==> src/rtl/pool_window_gather_pkg.sv <==
// pool_window_gather_pkg: shared pooling defaults and the window ordering contract
package pool_window_gather_pkg;
  localparam int DATA_W_DEF = 32;
  localparam int IMG_W_DEF = 8;
  localparam int IMG_H_DEF = 8;
  typedef enum logic [2:0] {TL = 3'd1, TR = 3'd2, BL = 3'd3, BR = 3'd4} win_idx_e;
  function automatic int cnt_w(input int n);
    return (n > 2) ? $clog2(n) : 1;
  endfunction
endpackage

==> src/rtl/pool_window_gather_if.sv <==
// pool_window_gather_if: pixel stream in, 2x2 window out
interface pool_window_gather_if import pool_window_gather_pkg::*; #(parameter int DATA_W = DATA_W_DEF) ();
  logic In_Valid;
  logic [DATA_W-1:0] In_Data;
  logic Window_Valid;
  logic [DATA_W-1:0] Window_Value_1;
  logic [DATA_W-1:0] Window_Value_2;
  logic [DATA_W-1:0] Window_Value_3;
  logic [DATA_W-1:0] Window_Value_4;
  logic Frame_Done;
  modport master (
    output In_Valid, In_Data,
    input Window_Valid, Window_Value_1, Window_Value_2, Window_Value_3, Window_Value_4, Frame_Done
  );
  modport slave (
    input In_Valid, In_Data,
    output Window_Valid, Window_Value_1, Window_Value_2, Window_Value_3, Window_Value_4, Frame_Done
  );
endinterface

==> src/rtl/pool_window_gather_line_buffer.sv <==
// pool_line_buffer: one image row of pixels, single write port, two combinational reads
module pool_line_buffer import pool_window_gather_pkg::*; #(
  parameter int DATA_W = DATA_W_DEF,
  parameter int IMG_W = IMG_W_DEF,
  parameter int AW = cnt_w(IMG_W)
) (
  input  logic Clock,
  input  logic wr_en,
  input  logic [AW-1:0] wr_addr,
  input  logic [DATA_W-1:0] wr_data,
  input  logic [AW-1:0] rd_addr_a,
  input  logic [AW-1:0] rd_addr_b,
  output logic [DATA_W-1:0] rd_data_a,
  output logic [DATA_W-1:0] rd_data_b
);
  logic [DATA_W-1:0] mem [IMG_W];
  always_ff @(posedge Clock)
    if (wr_en) mem[wr_addr] <= wr_data;
  assign rd_data_a = mem[rd_addr_a];
  assign rd_data_b = mem[rd_addr_b];
endmodule

==> src/rtl/pool_window_gather.sv <==
// pool_window_gather: builds non-overlapping stride-2 2x2 windows from a raster pixel stream
module pool_window_gather import pool_window_gather_pkg::*; #(
  parameter int DATA_W = DATA_W_DEF,
  parameter int IMG_W = IMG_W_DEF,
  parameter int IMG_H = IMG_H_DEF
) (
  input logic Clock,
  input logic Reset,
  pool_window_gather_if.slave w
);
  localparam int CW = cnt_w(IMG_W);
  localparam int RW = cnt_w(IMG_H);
  logic [CW-1:0] col_cnt;
  logic [RW-1:0] row_cnt;
  logic [DATA_W-1:0] held;
  logic [DATA_W-1:0] top_left, top_right;
  logic [DATA_W-1:0] win_q [1:4];
  logic win_valid, frame_done;
  logic last_col, last_row, odd_row, odd_col, emit;
  assign last_col = col_cnt == CW'(IMG_W - 1);
  assign last_row = row_cnt == RW'(IMG_H - 1);
  assign odd_row = row_cnt[0];
  assign odd_col = col_cnt[0];
  assign emit = w.In_Valid && odd_row && odd_col;
  // Only even rows land in the buffer; odd rows consume it as the window's top half.
  pool_line_buffer #(.DATA_W(DATA_W), .IMG_W(IMG_W), .AW(CW)) u_line_buf (
    .Clock(Clock),
    .wr_en(w.In_Valid && !odd_row),
    .wr_addr(col_cnt),
    .wr_data(w.In_Data),
    .rd_addr_a(col_cnt - CW'(1)),
    .rd_addr_b(col_cnt),
    .rd_data_a(top_left),
    .rd_data_b(top_right)
  );
  always_ff @(posedge Clock or posedge Reset) begin
    if (Reset) begin
      col_cnt <= '0;
      row_cnt <= '0;
      held <= '0;
      win_valid <= 1'b0;
      frame_done <= 1'b0;
      for (int i = 1; i <= 4; i++) win_q[i] <= '0;
    end else begin
      win_valid <= emit;
      frame_done <= emit && last_col && last_row;
      if (w.In_Valid) begin
        col_cnt <= last_col ? '0 : col_cnt + CW'(1);
        if (last_col) row_cnt <= last_row ? '0 : row_cnt + RW'(1);
        if (odd_row && !odd_col) held <= w.In_Data;
      end
      if (emit) begin
        win_q[int'(TL)] <= top_left;
        win_q[int'(TR)] <= top_right;
        win_q[int'(BL)] <= held;
        win_q[int'(BR)] <= w.In_Data;
      end
    end
  end
  assign w.Window_Valid = win_valid;
  assign w.Frame_Done = frame_done;
  assign w.Window_Value_1 = win_q[int'(TL)];
  assign w.Window_Value_2 = win_q[int'(TR)];
  assign w.Window_Value_3 = win_q[int'(BL)];
  assign w.Window_Value_4 = win_q[int'(BR)];
endmodule
==> src/flat_wrapper.sv <==
// flat-port wrapper written by rule: the top's interface ports become plain ports
module pool_window_gather_flat import pool_window_gather_pkg::*;
#(
  parameter int DATA_W = DATA_W_DEF,
  parameter int IMG_W = IMG_W_DEF,
  parameter int IMG_H = IMG_H_DEF
)
  (Clock, Reset, w_In_Valid, w_In_Data, w_Window_Valid, w_Window_Value_1, w_Window_Value_2, w_Window_Value_3, w_Window_Value_4, w_Frame_Done);
  pool_window_gather_if #(.DATA_W(DATA_W)) w_i ();
  input logic Clock;
  input logic Reset;
  input wire logic [$bits(w_i.In_Valid)-1:0] w_In_Valid;
  input wire logic [$bits(w_i.In_Data)-1:0] w_In_Data;
  output wire logic [$bits(w_i.Window_Valid)-1:0] w_Window_Valid;
  output wire logic [$bits(w_i.Window_Value_1)-1:0] w_Window_Value_1;
  output wire logic [$bits(w_i.Window_Value_2)-1:0] w_Window_Value_2;
  output wire logic [$bits(w_i.Window_Value_3)-1:0] w_Window_Value_3;
  output wire logic [$bits(w_i.Window_Value_4)-1:0] w_Window_Value_4;
  output wire logic [$bits(w_i.Frame_Done)-1:0] w_Frame_Done;
  assign w_i.In_Valid = w_In_Valid;
  assign w_i.In_Data = w_In_Data;
  assign w_Window_Valid = w_i.Window_Valid;
  assign w_Window_Value_1 = w_i.Window_Value_1;
  assign w_Window_Value_2 = w_i.Window_Value_2;
  assign w_Window_Value_3 = w_i.Window_Value_3;
  assign w_Window_Value_4 = w_i.Window_Value_4;
  assign w_Frame_Done = w_i.Frame_Done;
  pool_window_gather #(.DATA_W(DATA_W), .IMG_W(IMG_W), .IMG_H(IMG_H)) u_core (.Clock(Clock), .Reset(Reset), .w(w_i));
endmodule
==> config.mk <==
export PLATFORM = sky130hd
export DESIGN_NAME = pool_window_gather_flat
export DESIGN_NICKNAME = d
export VERILOG_FILES = /design/src/rtl/pool_window_gather_pkg.sv /design/src/rtl/pool_window_gather_if.sv /design/src/rtl/pool_window_gather_line_buffer.sv /design/src/rtl/pool_window_gather.sv /design/src/flat_wrapper.sv
export SDC_FILE = /design/constraint.sdc
export NUM_CORES = 1
export LEC_CHECK = 0
export CAP_MARGIN = 5
export CORE_MARGIN = 5
export CORE_UTILIZATION = 40
export CTS_CLUSTER_DIAMETER = 100
export DETAILED_ROUTE_END_ITERATION = 8
export PLACE_DENSITY = 0.56
export SLEW_MARGIN = 5
export SYNTH_ARGS = -nofsm -noshare
export SYNTH_HDL_FRONTEND = slang
export SYNTH_SLANG_ARGS = --single-unit
==> constraint.sdc <==
create_clock -name Clock -period 7.2 [get_ports Clock]
set_input_delay 1.44 -clock Clock [delete_from_list [all_inputs] [get_ports Clock]]
set_output_delay 1.44 -clock Clock [all_outputs]
set_load 0.01 [all_outputs]
[After elaboration in Yosys (flattened, before gate mapping)]
Memories as Yosys holds them, arrays and structs flattened. A register that Yosys moved wholly into a read port is not among the register bits.
Index checks and enable logic that the tools add are counted.
Cells by class
  add/subtract/negate cells: 3
  eq/ne operators: 2
  mux-type cells: 4
  reduce and logical (&&, ||, !) cells: 10
Operators with widths (number)
  $add A3 B1 Y3 const B: 2
  $eq A3 B3 Y1 const B: 2
  $logic_and A1 B1 Y1: 6
  $mux W3: 2
  $reduce_and A2 Y1: 2
  $sub A3 B1 Y3 const B: 1
  $logic_not A1 Y1: 2
  $mux W1: 2
Storage, ports and cells
  register bits: 104
  bits in writable memories: 256
  input port bits: 35
  output and inout bits: 130
  word-level logic and storage cells: 27
  memories kept: 1
Memory list
  u_core.u_line_buf.mem: words 8, bits a word 32, rd ports 2, clocked after Yosys merged registers in 2, wr ports 1, RTL line pool_window_gather_line_buffer.sv:16  | logic [DATA_W-1:0] mem [IMG_W];

[Logic depth before layout (Yosys ltp)]
Gate-level depths: netlist of run 1.
  word-level depth: 4
  gate-level depth with buffers: 10
  gate-level depth less buffers: 6

[Cells and area by module]
A second synthesis of run 1 with hierarchy kept.
Second synthesis, totals
  cell total of the unflattened synthesis: 867
  area total of the unflattened synthesis: 18302.6 um^2
Modules (own cells, without submodules)
  pool_line_buffer: instances 1, cells an instance 497, area each 11898.9 um^2, seq. area each 7687.4 um^2
  pool_window_gather: instances 1, cells an instance 370, area each 6403.6 um^2, seq. area each 4204.0 um^2

[Least setup slack after synthesis of run 1]
OpenSTA, ideal clock, no wires.
  kind: input to register
  start: input w_In_Valid
  end: memory u_core.u_line_buf.mem[0][0] (netlist name), enable pin
  setup time: 461 ps
  data arrival time: 4312 ps
  data required time: 6739 ps
  path slack: 2427 ps
  stages on the path: 3
  buffers on the path: 1
  path through: buf_2 > or3b_2 > nor3_1
On the way
  longest elaborated chain between the ends: 3
RTL lines
  start, declared: RTL line flat_wrapper.sv:12  | input wire logic [$bits(w_i.In_Valid)-1:0] w_In_Valid;
  $logic_and A1 B1 Y1: RTL line pool_window_gather.sv:28  | .wr_en(w.In_Valid && !odd_row),
  $mux W1: RTL line pool_window_gather_line_buffer.sv:18  | if (wr_en) mem[wr_addr] <= wr_data;
  $mux W1 (implied by the code): RTL line pool_window_gather_line_buffer.sv:18
  end, declared: RTL line pool_window_gather_line_buffer.sv:16
Every way passes these cells.

[Worst setup path in the final report of run 1]
  start: input w_In_Valid
  end: register u_core.win_q, in the netlist u_core.w.Window_Value_2[20], read port of u_core.u_line_buf.mem
On the way
  longest elaborated chain between the ends: 2
RTL lines
  $logic_and A1 B1 Y1 (2 in a row): RTL line pool_window_gather.sv:24  | assign emit = w.In_Valid && odd_row && odd_col;
  end, declared: RTL line pool_window_gather.sv:17  | logic [DATA_W-1:0] win_q [1:4];
Every way passes these cells.
A chain may end at the register's enable or synchronous reset.

==> flow_metrics.py, run 1 <==
metrics = {
    "floorplanning": {
        "start_util_pct": 40.2,
        "rows": 75,
        "die_y_microns": 215,
        "coreArea_sq_um": 41800,
        "dieArea_sq_um": 46200,
        "ios": 165,
        "die_w_microns": 215,
    },
    "final_layout": {
        "antennaDiodeCount": 0,
        "design_area_sq_um": 20500,
        "fillerInstances": 3618,
        "stdcell_count": 1875,
        "drive_above_1_share_pct": 19.7,
        "fin_nets": 1340,
        "final_core_util_pct": 49.0,
        "syn_to_final_growth_pct": 21.9,
    },
    "routing": {
        "drtIter0Drc": 601,
        "ant_nets": 0,
        "wl_per_cell_microns": 22.7,
        "vias_per_cell": 5.25,
        "drt-pass1-iter-count": 5,
        "via_count": 9842,
        "routed_wl_mm": 42.5,
        "route.detailed.drc": 0,
    },
    "power_and_ir_drop": {
        "power_mw": 8.92,
        "p_per_area_nw_per_um2": 436,
        "p_leak_nw": 7.79,
        "vdd_drop_max_mv": 0.452,
    },
    "yosys": {
        "synthDominantCellAreaShare_pct": 45.8,
        "yosys_warnings": 0,
        "syn_nets": 1184,
        "synth_most_common_cell": "nand2_1",
        "yosys.area_share.adder_pct": 0.373,
        "synth_top_cell_by_area": "edfxtp_1",
        "synth_top_family_by_area": "multiplexers",
        "synthTopCellsByArea": "edfxtp_1, dfrtp_1, mux2_2",
        "synth_cell_types": 31,
        "syn_area_per_cell_sq_um": 14.7,
        "synth-simple-area-share_pct": 9.10,
        "synth_common_cells": "nand2_1, edfxtp_1, dfrtp_1",
        "synth_compound_area_share_pct": 4.52,
        "ys_seq_elements": 424,
        "synth_area_sq_um": 16800,
        "synth.mux.area_fraction_pct": 13.0,
        "synthFlopType": "edfxtp_1",
        "synth_edf_count": 256,
        "synth_xor_area_share_pct": 0.0522,
        "ys_async_sr_fraction_pct": 39.6,
        "ys_seq_area_share_pct": 70.8,
        "syn_inst": 1144,
    },
    "min_path": {
        "hp-class": "reg2reg",
        "hp-start": "u_core.held[14]",
    },
    "clock_network": {
        "cts_made_buffers": 45,
        "cts_sinks": 424,
        "htreeDepth": 2,
        "postCtsSetupBuffers": 0,
        "cts_resized": 0,
        "clk_pin_slew_ns": 0.06,
        "cts_tree": "built",
        "cts_root_buf": "clkbuf_16",
        "cts_hold_buf": 0,
        "clockBufferDepth": 3,
        "insertion_delay_ns": 0.56,
    },
    "critical_path": {
        "worst_setup_path_start_kind": "input pin",
        "startpoint": "w_In_Valid",
        "required_ns": 7.69,
        "critPathMaxFanout": 98,
        "rr_startpoint": "u_core.col_cnt[0]",
        "worst_ep_arrival_time_ns": 4.53,
        "endpoint_kind": "flop",
        "crit_type": "in2reg",
    },
    "place": {
        "port_buffers": 164,
        "gp_congestion": 0.712,
        "placed_cell_area_sq_um": 19000,
        "dp.cells": 1792,
        "dpl.hpwl_mm": 22.7,
    },
    "sta": {
        "rsz0062_at_grt": "false",
        "tns_ns": 0,
        "slew_headroom_pct": 17.9,
        "period_share_pct": 56.1,
        "hold_violations": 0,
        "drv_slew": 0,
        "tightest_slew_ns": 1.23,
        "setup_viol": 0,
        "skew_ns": 0.0120,
        "fmax_ghz": 0.248,
        "min_period_ns": 4.04,
    },
    "grt": {
        "grt_util_met1_pct": 26.0,
        "grt_max_degree": 107,
        "use_met2_pct": 29.8,
        "grt_pass1_vias": 10425,
        "grt-busiest-layer": "met2",
        "grtUsageMet3_pct": 3.36,
        "grt-ovfl-total": 0,
        "grt_use_total_pct": 18.4,
        "grt_pass1_wl_mm": 65.5,
        "antenna_found_initial": 0,
    },
    "job": {
        "drv_cap": 0,
    },
    "outcome": {
        "status": "finished clean",
    },
}
[cells in the final DEF (no fill, tap or decap), drive strengths merged, types with 2 or more instances in the layout]
cell type,synthesis,layout
a211oi,32,32
buf,44,15
bufinv,0,4
clkbuf,26,69
clkdlybuf4s50,0,164
clkinv,0,8
dfrtp,168,168
edfxtp,256,256
ha,5,5
inv,5,7
mux2,129,129
mux4,32,32
nand2,329,329
nand2b,2,2
nand3,3,3
nor2,6,6
nor2b,32,32
nor3,3,3
o21ai,2,2
o22ai,33,33
o41ai,32,32
[cell type report]
type                    count  area, sq um  share of cell area, %
clock buffers              69         1310                   6.39
clock inverters            14          174                  0.850
inverters                   5         28.8                  0.141
multi-input cells         645         4630                   22.6
flip-flops and latches    424        11900                   58.1
well taps                 539          674                   3.29
repair buffers            179         1750                   8.57
[routing by layer]
| metal | wire length (microns) | share of wire [%] | vias up |
|---|---|---|---|
| met5 | 0 | 0 | - |
| met4 | 732 | 1.7 | 0 |
| met3 | 2000 | 4.7 | 52 |
| met2 | 20100 | 47 | 241 |
| met1 | 19700 | 46 | 5070 |
| li1 | - | - | 4479 |
[worst paths after layout]
check / endpoint / slack, ns / cells after the start
max: u_core.w.Window_Value_2[20] / 3.16 / 5
min: u_core.w.Window_Value_3[14] / 0.46 / 2
max reg2reg: u_core.w.Window_Value_1[3] / 3.40 / 6
min reg2reg: u_core.w.Window_Value_3[14] / 0.46 / 2
max in group asynchronous: u_core.w.Window_Value_4[26] / 4.41 / 3
min in group asynchronous: u_core.w.Window_Value_4[7] / 1.44 / 2
[metrics by stage]
stage                     setup slack, ns  hold slack [ns]
final                                3.16            0.461
after global routing                 2.83            0.484
after CTS                            3.11            0.461
after detailed placement             2.51            0.445
after global placement               2.57            0.440
after floorplan                      1.21            0.433
[where the power goes]
group	internal, mW	switching (mW)	leakage [nW]
logic	1.45	1.63	2.66
registers	3.20	0.311	4.40
clock network	1.40	0.933	0.725
total	6.04	2.88	7.79
[critical path, cell delays in order]
cell	delay (ns)
clkdlybuf4s50_1	0.74
nand3_4	0.77
inv_4	1.26
nand2_1	0.15
nand2_1	0.11
[logic make-up (layout without fill, tap and decap cells)]
| family | Yosys count | in the layout |
|---|---|---|
| adders and majority gates | 5 | 5 |
| AOI/OAI and AO/OA | 100 | 100 |
| DFF | 424 | 424 |
| xor gates and xnor gates | 1 | 1 |
| muxes | 161 | 161 |
| and+or+nand+nor | 378 | 378 |
| buffers and inverters | 75 | 267 |
[registers in the layout, summed over array words and instances (netlist names)]
register	flops
u_core.col_cnt	3
u_core.held	32
u_core.row_cnt	3
u_core.u_line_buf.mem	256
u_core.w.Frame_Done	1
u_core.w.Window_Valid	1
u_core.w.Window_Value_1	32
u_core.w.Window_Value_2	32
u_core.w.Window_Value_3	32
u_core.w.Window_Value_4	32
(Power assumes the default switching activity.)
==> run 2, diff against run 1 <==
--- a/config.mk
+++ b/config.mk
@@ -10,7 +10,7 @@
 export CORE_UTILIZATION = 40
 export CTS_CLUSTER_DIAMETER = 100
 export DETAILED_ROUTE_END_ITERATION = 8
-export PLACE_DENSITY = 0.56
+export PLACE_DENSITY = 0.59
 export SLEW_MARGIN = 5
 export SYNTH_ARGS = -nofsm -noshare
 export SYNTH_HDL_FRONTEND = slang
==> constraint.sdc (replaced) <==
create_clock -name Clock -period 3.55 [get_ports Clock]
set_input_delay 0.71 -clock Clock [delete_from_list [all_inputs] [get_ports Clock]]
set_output_delay 0.71 -clock Clock [all_outputs]
set_load 0.01 [all_outputs]
==> run 2 against run 1 <==
Net effect:
- non-clock buffer count up 18
- final cell count rose by 1.0%
- sequential cell count stayed put
- clock power grew 110%
- critical endpoint is now u_core.w.Window_Value_1[30]
- combinational power rose by 100%
- clock skew increased by 0.0025 ns
- worst setup slack worse by 2.2 ns
- power is 110% higher
- utilization is 0.88 points higher
==> flow_metrics.py, run 2 (synthesized netlist as in run 1, its figures left out) <==
metrics = {
    "sta": {
        "setup_viol": 0,
        "hold_ws_ns": 0.411,
        "drv_slew": 0,
        "min_period_ns": 2.60,
        "period_share_pct": 73.3,
        "tns_ns": 0,
        "setup_ws_ns": 0.947,
        "tightest_slew_ns": 0.900,
        "slew_headroom_pct": 39.8,
        "hold_violations": 0,
        "fmax_ghz": 0.384,
        "rsz0062_at_grt": "false",
        "skew_ns": 0.0145,
    },
    "clock_network": {
        "clk_pin_slew_ns": 0.06,
        "cts_hold_buf": 0,
        "cts_tree": "built",
        "htreeDepth": 2,
        "cts_made_buffers": 45,
        "postCtsSetupBuffers": 0,
        "clockBufferDepth": 3,
        "insertion_delay_ns": 0.56,
        "cts_root_buf": "clkbuf_16",
        "cts_resized": 0,
        "cts_sinks": 424,
    },
    "final_layout": {
        "syn_to_final_growth_pct": 24.1,
        "layout_common_cells": "nand2_1, edfxtp_1, dfrtp_1",
        "final_common_cell": "nand2_1",
        "antennaDiodeCount": 0,
        "drive_above_1_share_pct": 21.5,
        "largest_register_ff_count": 256,
        "regMostFlops": "u_core.u_line_buf.mem",
        "fin_nets": 1358,
    },
    "routing": {
        "wl_per_cell_microns": 21.7,
        "route.detailed.drc": 0,
        "via_count": 9926,
        "drtIter0Drc": 667,
        "drt-pass1-iter-count": 5,
        "ant_nets": 0,
        "routed_wl_mm": 41.0,
        "vias_per_cell": 5.24,
    },
    "grt": {
        "antenna_found_initial": 1,
        "grt_max_degree": 129,
        "grt_use_total_pct": 17.8,
        "grt-ovfl-total": 0,
        "grt_pass1_wl_mm": 64.5,
        "grt_pass1_vias": 10534,
    },
    "floorplanning": {
        "die_w_microns": 215,
        "dieArea_sq_um": 46200,
        "ios": 165,
        "coreArea_sq_um": 41800,
        "die_y_microns": 215,
        "start_util_pct": 40.2,
        "rows": 75,
    },
    "job": {
        "drv_cap": 0,
    },
    "critical_path": {
        "crit_type": "reg2reg",
        "required_ns": 3.98,
        "slowest_stage": "dfrtp_2",
        "path_delay_family": "flip-flops",
        "endpoint_kind": "flop",
        "worst_setup_path_start_kind": "flop",
        "r2r_slack_ns": 0.95,
        "path_buf_inv": 2,
        "critPathMaxFanout": 22,
        "worst_ep_arrival_time_ns": 3.03,
        "slowest_delay_ns": 0.66,
        "crit_path_cell_trace": "inv_2 > ha_4 > xnor2_1 > nand2b_2 > buf_4 > a211oi_1 > o41ai_1",
    },
    "min_path": {
        "hp-class": "in2async",
    },
    "place": {
        "port_buffers": 164,
        "dpl.hpwl_mm": 24.0,
        "place_ws_ns": 0.852,
        "gp_congestion": 0.737,
    },
    "power_and_ir_drop": {
        "vdd_drop_max_mv": 0.507,
        "p_leak_nw": 7.96,
        "p_per_area_nw_per_um2": 885,
        "power_mw": 18.4,
    },
    "outcome": {
        "status": "finished clean",
    },
}
[run 2: final timing paths]
path	startpoint	endpoint	cells past startpoint
max	u_core.col_cnt[0]	u_core.w.Window_Value_1[30]	7
min	Reset	u_core.w.Window_Value_4[8]	2
max reg2reg	u_core.col_cnt[0]	u_core.w.Window_Value_1[30]	7
min reg2reg	u_core.held[24]	u_core.w.Window_Value_3[24]	2
max in group asynchronous	Reset	u_core.col_cnt[1]	3
min in group Clock	u_core.held[24]	u_core.w.Window_Value_3[24]	2
[run 2: layout make-up]
type	count	area, sq um
well taps	539	674
multi-input cells	645	4650
flip-flops and latches	424	11900
clock buffers	57	1270
repair buffers	197	2000
inverters	5	25.0
clock inverters	27	318
fillers	3568	20900
[run 2: report_power, final]
group	leakage (nW)	switching (mW)	total (mW)	internal, mW
clock	0.779	1.94	5.00	3.06
combinational	2.78	3.24	6.30	3.07
sequential	4.40	0.654	7.14	6.49
[run 2: worst reg2reg max path: stages (launching register included)]
cell and delay [ns]:
dfrtp_2 0.66, inv_2 0.12, ha_4 0.18, xnor2_1 0.30, nand2b_2 0.39, buf_4 0.44, a211oi_1 0.12, o41ai_1 0.29
[run 2: metal layers]
metal  GRT usage [%]  share of wire (%)  wire (microns)  vias up
li1                -                  -               -     4515
met1            24.8                 45           18500     5086
met2            29.0                 48           19600      260
met3            3.24                5.1            2100       63
met4            4.83                2.1             845        2
met5               0              0.046              19        -
[run 2: stage by stage]
stage               utilization, %  cell area (sq um)  cells
floorplan                        -              16800   1144
global placement              46.1              19200   1810
detailed placement            46.1              19200   1810
CTS                           49.9              20800   1894
global route                  49.9              20800   1894
finish                        49.9              20800   1894
